**src/rtl/demux_slot_buffer.sv**
```systemverilog
`default_nettype none
// ============================================================================
//  Module      : demux_slot_buffer
//  Description : Registered SIZE-way demultiplexer with a one-entry holding
//                slot per output channel. A valid/ready write stream carries
//                a channel index, and each accepted word waits in its slot
//                until that channel's consumer takes it. The module also
//                tracks how many slots are occupied.
//  Options     : define DEMUX_SLOT_ERR_EN to build a sticky error flag for
//                out-of-range selects. Without it, oErr is tied to 0.
//  Revision    : 1.0  initial release
// ============================================================================
module demux_slot_buffer #(
    parameter int WIDTH = 32,
    parameter int SIZE  = 8
) (
    input  logic                       iClk,
    input  logic                       iRst,
    input  logic                       iValid,
    output logic                       oReady,
    input  logic [$clog2(SIZE)-1:0]    iSelect,
    input  logic [WIDTH-1:0]           iData,
    output logic [SIZE-1:0]            oValid,
    input  logic [SIZE-1:0]            iReady,
    output logic [SIZE*WIDTH-1:0]      oData,
    output logic [$clog2(SIZE+1)-1:0]  oCount,
    output logic                       oErr
);

    localparam int SEL_W = $clog2(SIZE);
    localparam int CNT_W = $clog2(SIZE+1);

    logic [SIZE-1:0]       full;
    logic [SIZE-1:0]       full_next;
    logic [SIZE-1:0]       sel_onehot;
    logic [SIZE-1:0]       wr_fire;
    logic [SIZE-1:0]       rd_fire;
    logic [CNT_W-1:0]      count;
    logic [CNT_W-1:0]      count_next;
    logic [WIDTH-1:0]      data [SIZE];

    // Decode the select. An out-of-range index matches no slot, so it is
    // never backpressured and its word simply falls away.
    always_comb begin
        sel_onehot = '0;
        for (int s = 0; s < SIZE; s++) begin
            sel_onehot[s] = (iSelect == SEL_W'(s));
        end
    end

    // A slot blocks a write only when it is full and its consumer is not
    // draining it this cycle. The iReady-to-oReady path is combinational.
    assign oReady    = ~|(sel_onehot & full & ~iReady);
    assign wr_fire   = sel_onehot & {SIZE{iValid & oReady}};
    assign rd_fire   = full & iReady;
    assign full_next = (full & ~rd_fire) | wr_fire;

    // The occupancy of the next state is the number of full bits.
    always_comb begin
        count_next = '0;
        for (int s = 0; s < SIZE; s++) begin
            count_next = count_next + CNT_W'(full_next[s]);
        end
    end

    // Slot occupancy and count. Reset takes priority over any fire.
    always_ff @(posedge iClk) begin
        if (iRst) begin
            full  <= '0;
            count <= '0;
        end else begin
            full  <= full_next;
            count <= count_next;
        end
    end

    generate
        for (genvar s = 0; s < SIZE; s++) begin : g_slot
            // Load a slot's data register when a write lands on that slot.
            always_ff @(posedge iClk) begin
                if (iRst) begin
                    data[s] <= '0;
                end else if (wr_fire[s]) begin
                    data[s] <= iData;
                end
            end

            // An empty slot presents zero. Stale data is kept but hidden.
            assign oData[s*WIDTH +: WIDTH] = data[s] & {WIDTH{full[s]}};
        end
    endgenerate

    assign oValid = full;
    assign oCount = count;

`ifdef DEMUX_SLOT_ERR_EN
    localparam logic [SEL_W:0] SIZE_L = (SEL_W+1)'(SIZE);
    logic err;
    logic sel_out_of_range;

    assign sel_out_of_range = ({1'b0, iSelect} >= SIZE_L);

    // The error flag is sticky. Once an out-of-range write is accepted,
    // it stays set until reset.
    always_ff @(posedge iClk) begin
        if (iRst) begin
            err <= 1'b0;
        end else if (iValid && oReady && sel_out_of_range) begin
            err <= 1'b1;
        end
    end

    assign oErr = err;
`else
    assign oErr = 1'b0;
`endif

endmodule
`default_nettype wire

```
**config.mk**
```make
export PLATFORM = sky130hd
export DESIGN_NAME = demux_slot_buffer
export DESIGN_NICKNAME = d
export VERILOG_FILES = /design/src/rtl/demux_slot_buffer.sv
export SDC_FILE = /design/constraint.sdc
export NUM_CORES = 1
export LEC_CHECK = 0
export ABC_AREA = 1
export BUFFER_PORTS_ARGS = -buffer_cell sky130_fd_sc_hd__clkbuf_2
export CORE_MARGIN = 5
export CORE_UTILIZATION = 53
export DETAILED_ROUTE_END_ITERATION = 8
export GPL_TIMING_DRIVEN = 1
export PLACE_DENSITY = 0.8
export SLEW_MARGIN = 20
export SYNTH_ARGS = -nofsm -noshare
export SYNTH_HDL_FRONTEND = slang
export SYNTH_SLANG_ARGS = --single-unit
```
**constraint.sdc**
```tcl
create_clock -name iClk -period 5.2 [get_ports iClk]
set_input_delay 1.04 -clock iClk [delete_from_list [all_inputs] [get_ports iClk]]
set_output_delay 1.04 -clock iClk [all_outputs]
set_load 0.05 [all_outputs]
```
-- Word-level counts from Yosys, hierarchy flattened
Memory sizes are Yosys's and may differ from the RTL's.
Index checks and enable logic that the tools add are counted.
- reductions and logical operators: 3
- bitwise gates (word level): 25
- add/sub/neg operators: 7
- equality and inequality tests: 7
- multiplexer cells: 34
- operators by type and width (cell ; number):
    $and A32 B32 Y32 ; 8
    $mux W32 ; 8
    $and A8 B8 Y8 ; 5
    $mux W1 ; 26
    $add A4 B1 Y4 ; 4
    $not A8 Y8 ; 2
    $eq A3 B3 Y1 const B ; 4
    $or A1 B1 Y1 ; 8
    $or A8 B8 Y8 ; 1
    $reduce_or A8 Y1 ; 1
    $eq A3 B2 Y1 const B ; 2
    $add A3 B1 Y4 ; 1
    $add A2 B1 Y3 ; 1
    $eq A3 B1 Y1 const B ; 1
    $logic_not A3 Y1 ; 1
    $add A1 B1 Y2 ; 1
    $and A1 B1 Y1 ; 1
    $logic_not A1 Y1 ; 1
- bits in registers: 12
- input bits: 46
- RAM bits: 256
- memories: 1
- memory list (name ; words ; bits a word ; read ports ; clocked after memory_dff ; write ports ; line ; source):
    data ; 8 ; 32 ; 8 ; 0 ; 8 ; 40 ; logic [WIDTH-1:0] data [SIZE];

-- Depth between registers and ports, before layout
Gate-level depths: netlist of run 1.
- depth in word-level cells: 15
- mapped depth: 18
- mapped depth without buffers: 18

-- Worst setup path after synthesis of run 1
OpenSTA, ideal clock, no wires.
- path kind: input to register
- start: in iSelect[2]
- end: reg count[2] (netlist: oCount[2])
- stages on the path: 18
- arrival: 4076 ps
- path slack: 996 ps
- cell sequence: inv_2 -> nand3_1 -> inv_1 -> nand2_1 -> nand2_1 -> nor2_1 -> nand4_1 -> nand2_1 -> fa_1 -> inv_1 -> fa_1 -> fa_1 -> inv_1 -> ha_1 -> inv_1 -> fa_1 -> xor2_1 -> nor2_1
- elaborated cells between the ends (all ways): 22
- RTL lines (element ; line ; source):
    start, declared ; 21 ; input logic [$clog2(SIZE)-1:0] iSelect,
    $eq A3 B1 Y1, or another cell as far along ; 47 ; sel_onehot[s] = (iSelect == SEL_W'(s));
    $and A8 B8 Y8 (2 in series) ; 53 ; assign oReady = ~|(sel_onehot & full & ~iReady);
    $reduce_or A8 Y1 ; 53 ;
    $logic_not A1 Y1 ; 53 ;
    $and A1 B1 Y1 ; 54 ; assign wr_fire = sel_onehot & {SIZE{iValid & oReady}};
    $and A8 B8 Y8 (*) ; 54 ;
    $or A8 B8 Y8 (*) ; 56 ; assign full_next = (full & ~rd_fire) | wr_fire;
    via full_next[3] ; 34 ; logic [SIZE-1:0] full_next;
    $add A3 B1 Y4 (*) ; 62 ; count_next = count_next + CNT_W'(full_next[s]);
    $add A4 B1 Y4 (*) (4 in series) ; 62 ;
    end signal, assigned ; 73 ; count <= count_next;
    end, declared ; 38 ; logic [CNT_W-1:0] count;
Mark *: on every way through the listed nets, which the timed path passes. The rest lies on a longest branch.
A chain may end at the register's enable or synchronous reset.

-- Worst setup path in the final report of run 1
- start: in iSelect[2]
- end: reg count[2] (netlist: oCount[2])
- cells in the longest elaborated chain, start to end: 15
- elaborated cells between the ends (all ways): 22
- RTL lines (element ; line):
    $eq A3 B1 Y1, or another cell as far along ; 47
    $and A8 B8 Y8 (2 in series) ; 53
    $reduce_or A8 Y1 ; 53
    $logic_not A1 Y1 ; 53
    $and A1 B1 Y1 ; 54
    $and A8 B8 Y8 (*) ; 54
    $or A8 B8 Y8 (*) ; 56
    via full_next[1] ; 34
    $add A1 B1 Y2 (*) ; 62
    $add A2 B1 Y3 (*) ; 62
    $add A3 B1 Y4 (*) ; 62
    $add A4 B1 Y4 (*) (4 in series) ; 62
Marks and branches as above.

==> results of run 1 <==
==> final cells by class <==
type	count	area [um^2]	share of cell area (%)
clock inverters	9	88.8	0.611
well taps	285	357	2.45
multi-input cells	612	2560	17.6
repair buffers	330	1690	11.6
clock buffers	35	706	4.85
flip-flops and latches	268	7930	54.5
inverters	323	1210	8.33
==> stage by stage <==
stage | hold WS (ns) | setup slack, ns | utilization [%] | area (um^2)
finish | 0.557 | 1.00 | 64.8 | 14500
global route | 0.592 | 0.746 | 64.8 | 14500
CTS | 0.556 | 1.02 | 64.8 | 14500
detailed placement | 0.541 | 0.486 | 61.3 | 13800
global placement | 0.524 | 0.500 | 61.3 | 13800
floorplan | 0.873 | 0.996 | - | 12000
==> layout by cell type (no fill, tap or decap) <==
master       n
dfxtp_1     12
edfxtp_1   256
nor2_4       1
o21ai_0      1
buf_4       16
clkbuf_16   27
nand3_1      8
fa_1         4
conb_1       1
a31oi_1      4
nor2_1     280
nand2_2      6
nand4_1     11
inv_1      314
xor2_1       1
bufinv_16    2
clkinv_2     2
nand2_1    278
ha_1         3
nand4_4      5
clkbuf_2   314
a21oi_1      9
inv_2        9
clkinv_1     5
clkbuf_1     8
==> critical path, cell delays in order <==
cell and delay [ns]:
clkbuf_2 0.13, inv_2 0.11, nand3_1 0.11, inv_1 0.14, nand2_1 0.06, nand2_1 0.06, nor2_1 0.06, buf_4 0.17
nand4_1 0.12, nand2_1 0.11, fa_1 0.57, inv_1 0.07, fa_1 0.50, fa_1 0.40, inv_1 0.08, ha_1 0.17
inv_1 0.06, fa_1 0.42, xor2_1 0.14, nor2_1 0.05
==> power groups by stage <==
stage          Clock, mW  Sequential, mW  Combinational, mW
2_1_floorplan          0            2.52              0.181
3_3_place_gp           0            2.51              0.297
3_5_place_dp           0            2.51              0.300
4_1_cts             1.82            2.47              0.301
5_1_grt             1.92            2.48              0.323
6_report            1.80            2.47              0.300
==> cells by family (layout without fill, tap and decap cells) <==
| kind of cell | after synthesis | count (layout) |
|---|---|---|
| flops | 268 | 268 |
| other cells | 1 | 1 |
| simple gates | 589 | 589 |
| buf+inv | 385 | 697 |
| compound gates | 14 | 14 |
| xor+xnor | 1 | 1 |
| fa+ha+maj | 7 | 7 |
==> metal layers <==
metal / track usage (%) / routed length [um]
met1: 32.8 / 12900
met2: 44.4 / 16400
met3: 4.70 / 2860
met4: 7.70 / 960
met5: 0 / 0
==> worst max-delay path by stage <==
stage | cells past startpoint | slack, ns | startpoint | to
floorplan | 18 | 1.0 | iSelect[2] | oCount[2]$_SDFF_PP0_
global placement | 20 | 0.50 | iSelect[2] | oCount[2]$_SDFF_PP0_
detailed placement | 20 | 0.49 | iSelect[2] | oCount[2]$_SDFF_PP0_
CTS | 20 | 1.02 | iSelect[2] | oCount[2]$_SDFF_PP0_
global route | 19 | 0.75 | iSelect[1] | oCount[2]$_SDFF_PP0_
finish | 20 | 1.00 | iSelect[2] | oCount[2]$_SDFF_PP0_
==> flip-flops by register name (all words and copies together) (netlist names) <==
register and count:
data 256, oCount 4, oValid 8
==> impl_metrics.tcl, run 1 <==
set metrics [dict create \
    status "completed" \
    antennaDiodeCount 0 \
    synth-main-ff-cell "edfxtp_1" \
    slew_headroom_pct 39.2 \
    max_freq_mhz 238 \
    power.switching_mw 1.03 \
    postCtsSetupBuffers 0 \
    synth-seq-cells 268 \
    coreArea_um2 22400 \
    post_drt_wl_per_cell_um 17.8 \
    hold_end "oValid[7]$_SDFF_PP0_" \
    dieArea_um2 25700 \
    tns_ns 0 \
    cts_hold_buffers 0 \
    regToRegStartpoint "oValid[5]$_SDFF_PP0_" \
    synth_fp_nets 1318 \
    critPathCaptureType "flip-flop" \
    stdcell_count 1862 \
    yosys.area.top_type "edfxtp_1" \
    yosys-mux-area-fraction_pct 0 \
    post-route-period-util_pct 80.7 \
    clockRootBuffer "clkbuf_16" \
    drive_gt1_share_pct 24.2 \
    ys_types 22 \
    first_pass_iters 5 \
    track_usage_pct 25.5 \
    rsz0062_at_grt "no" \
    synth-compound-area-share_pct 0.627 \
    grt_pass1_vias 9191 \
    syn_area_per_cell_um2 9.46 \
    area_growth_pct 21.6 \
    synth_xor_area_share_pct 0.0732 \
    finalSetupViolCount 0 \
    synthCells 1265 \
    arrival_ns 4.60 \
    tightest_slew_ns 0.909 \
    skew_ns 0.00940 \
    synth_most_common_cell "inv_1" \
    hpwl_mm 22.1 \
    path_clk_slew_ns 0.06 \
    powerDensity_nw_per_um2 314 \
    cts_tree "yes" \
    slew_violations 0 \
    synthTopCellsByArea "edfxtp_1 (64%), inv_1 (9.9%), nand2_1 (8.9%)" \
    post_synth_and_or_nand_nor_area_fraction_pct 19.6 \
    worst_ir_drop_vdd_uv 234 \
    p_int_mw 3.54 \
    drt_iter0_drc 748 \
    h-tree-depth 1 \
    place.gp.congestion 0.854 \
    critPathMaxFanout 6 \
    synthDominantCellAreaShare_pct 64.3 \
    synth_edf_count 256 \
    ios 316 \
    r2r-end "oCount[2]$_SDFF_PP0_" \
    die_y_um 160 \
    power_mw 4.57 \
    fin_crit_ns 4.20 \
    switching_share_pct 22.6 \
    min_path_cells 2 \
    nets 1615 \
    grt_pass1_wl_mm 50.7 \
    io_buffers 314 \
    rr_worst_depth 19 \
    rows 55 \
    fillers 1827 \
    async_flop_share_pct 0 \
    overflow 0 \
    max-cap-violations 0 \
    yosysSeqAreaShare_pct 66.3 \
    vias_per_cell 4.92 \
    p_clk_share_pct 39.4 \
    power_frac_comb_pct 6.6 \
    crit_type "input port to flip-flop" \
    synthAdderAreaFrac_pct 0.983 \
    p_leak_nw 8.60 \
    start_util_pct 53.3 \
    hold_path_class "flip-flop to flip-flop" \
    hold_viol_final 0 \
    hold_start "oValid[7]$_SDFF_PP0_" \
    netlist_top_cells_count "inv_1 (314), nand2_1 (284), nor2_1 (280)" \
    antenna_found_initial 0 \
    drc 0 \
    die_w_um 160 \
    routed_wl_mm 33.1 \
    synth_top_family_by_area "simple AND/OR/NAND/NOR gates" \
    clk_path_buf_depth 3 \
    grt_max_degree 35 \
    rrSetupSlack_ns 1.09 \
    post_cts_resized 0 \
    clock_sinks 268 \
    detail-route-antenna-nets 0 \
    cts_made_buffers 27 \
    pwr-share-seq_pct 54.0 \
    synth_area_um2 12000 \
    critPathRequiredTime_ns 5.60 \
    vias 9163 \
    yosysWarnings 0 \
    clk_latency_ns 0.52 \
    start_kind "input port" \
    place_inst 1818 \
]
Note: power is estimated with default switching activity, not from simulation.
==> run 2: changes to the inputs <==
--- a/config.mk
+++ b/config.mk
@@ -8,10 +8,10 @@
 export ABC_AREA = 1
 export BUFFER_PORTS_ARGS = -buffer_cell sky130_fd_sc_hd__clkbuf_2
 export CORE_MARGIN = 5
-export CORE_UTILIZATION = 53
+export CORE_UTILIZATION = 48
 export DETAILED_ROUTE_END_ITERATION = 8
 export GPL_TIMING_DRIVEN = 1
-export PLACE_DENSITY = 0.8
+export PLACE_DENSITY = 0.77
 export SLEW_MARGIN = 20
 export SYNTH_ARGS = -nofsm -noshare
 export SYNTH_HDL_FRONTEND = slang
==> constraint.sdc (replaced) <==
create_clock -name iClk -period 3.57 [get_ports iClk]
set_input_delay 0.714 -clock iClk [delete_from_list [all_inputs] [get_ports iClk]]
set_output_delay 0.714 -clock iClk [all_outputs]
set_load 0.05 [all_outputs]
==> run 2 against run 1 <==
Effect of this change: non-clock buffer count is 33 higher; count of clock-buffer cells in the layout decreased by 4; sequential cell count stayed put; sequential share of layout area is 2.3 points lower; clock power rose by 66%; sequential power grew 45%; critical endpoint is now oCount[1]$_SDFF_PP0_; largest power group unchanged.
==> impl_metrics.tcl, run 2 (same netlist as run 1, synthesis figures left out) <==
set metrics [dict create \
    status "completed" \
    die_w_um 168 \
    rr_worst_depth 16 \
    fin_crit_ns 3.45 \
    ios 316 \
    drt_iter0_drc 923 \
    largest_reg_flops 256 \
    finalSetupViolCount 0 \
    overflow 0 \
    cts_tree "yes" \
    antenna_found_initial 0 \
    clk_path_buf_depth 3 \
    drive_gt1_share_pct 28.4 \
    critPathCaptureType "flip-flop" \
    io_buffers 314 \
    h-tree-depth 1 \
    skew_ns 0.00832 \
    cts_made_buffers 27 \
    final_cell_mix "inv_1 (311), clkbuf_2 (311), nand2_1 (273)" \
    stdcell_count 1939 \
    clockRootBuffer "clkbuf_16" \
    place.gp.congestion 0.870 \
    slew_headroom_pct 58.9 \
    area_growth_pct 27.1 \
    critPathRequiredTime_ns 3.97 \
    critPathMaxFanout 6 \
    powerDensity_nw_per_um2 464 \
    cts_hold_buffers 0 \
    grt_pass1_wl_mm 51.3 \
    post_drt_wl_per_cell_um 17.5 \
    vias 9361 \
    min_path_cells 4 \
    regMostFlops "data" \
    hold_viol_final 0 \
    worst_ir_drop_vdd_uv 449 \
    arrival_ns 3.85 \
    tns_ns 0 \
    coreArea_um2 24500 \
    highest_layer "met4" \
    wl_met1_mm 12.7 \
    fillers 1997 \
    slew_violations 0 \
    p_leak_nw 8.87 \
    grt_pass1_vias 9359 \
    drc 0 \
    antennaDiodeCount 0 \
    track_usage_pct 23.4 \
    crit_type "input port to flip-flop" \
    die_y_um 168 \
    place_inst 1888 \
    wl_met3_mm 3.18 \
    detail-route-antenna-nets 0 \
    tightest_slew_ns 0.615 \
    grt_max_degree 34 \
    post-route-period-util_pct 96.5 \
    rows 57 \
    hold_path_class "input port to flip-flop" \
    max_freq_mhz 290 \
    start_kind "input port" \
    hpwl_mm 23.1 \
    nets 1648 \
    met2_length_mm 17.2 \
    clk_latency_ns 0.52 \
    start_util_pct 48.9 \
    vias_per_cell 4.83 \
    max-cap-violations 0 \
    first_pass_iters 5 \
    dieArea_um2 28200 \
    clock_sinks 268 \
    path_clk_slew_ns 0.06 \
    routed_wl_mm 34.0 \
]
## run 2: cell types whose count changed in the layout (fill, tap and decap cells not counted), sizes merged
cell	previous run	this run
clkbuf	349	343
buf	16	51
bufinv	2	6
clkinvlp	0	2
clkinv	7	10
## run 2: cell type report
class / count / area (um^2) / share of cell area, %
clock buffer: 31 / 691 / 4.54
clock inverter: 18 / 245 / 1.61
inverter: 323 / 1240 / 8.16
multi-input combinational: 612 / 2660 / 17.5
sequential: 268 / 7940 / 52.2
tap: 324 / 405 / 2.66
timing repair buffer: 363 / 2030 / 13.3
## run 2: worst max-delay path, stage by stage
cell      delay, ns
clkbuf_8       0.15
inv_12         0.07
nand3_2        0.08
o21ai_2        0.19
nor2_4         0.08
nand4_1        0.11
nand2_2        0.08
fa_1           0.57
inv_1          0.06
fa_1           0.49
fa_1           0.42
inv_1          0.07
ha_2           0.17
inv_2          0.04
fa_2           0.51
nor2_1         0.04
## run 2: per-stage QoR
stage / util (%) / area, um^2 / hold WS (ns) / setup WS [ns] / power [mW]
final: 62.2 / 15200 / 0.492 / 0.124 / 7.06
after global placement: 58.0 / 14200 / 0.551 / -0.605 / 4.12
after floorplan: - / 12100 / 0.762 / -0.157 / 3.94
after CTS: 62.0 / 15200 / 0.474 / 0.0285 / 7.08
after detailed placement: 58.0 / 14200 / 0.550 / -0.632 / 4.14
after global routing: 62.2 / 15200 / 0.503 / -0.0161 / 7.28
## run 2: repair_timing
| item | CTS | global route |
|---|---|---|
| pin swaps | 0 | 7 |
| buffers inserted | 0 | 2 |
| setup endpoints to repair | 2 | 2 |
| gates resized for setup | 5 | 15 |
## run 2: final timing paths
path | startpoint | slack, ns | end
hold / removal | iReady[2] | 0.49 | oValid[2]$_SDFF_PP0_
hold reg to reg | oValid[6]$_SDFF_PP0_ | 0.55 | oValid[6]$_SDFF_PP0_
setup / recovery | iSelect[2] | 0.12 | oCount[1]$_SDFF_PP0_
setup reg to reg | oValid[4]$_SDFF_PP0_ | 0.14 | oCount[1]$_SDFF_PP0_
## run 2: metal layers
metal	track usage [%]	up-vias
met5	0	-
met4	6.10	0
met3	4.36	77
met2	42.0	491
met1	29.2	4368
li1	-	4425
## run 2: where the power goes
part           total (mW)  leakage [nW]  switching (mW)  internal, mW
clock network        2.98         0.455            1.16          1.82
logic               0.486          5.57           0.382         0.104
registers            3.59          2.85          0.0313          3.56
total                7.06          8.87            1.57          5.48
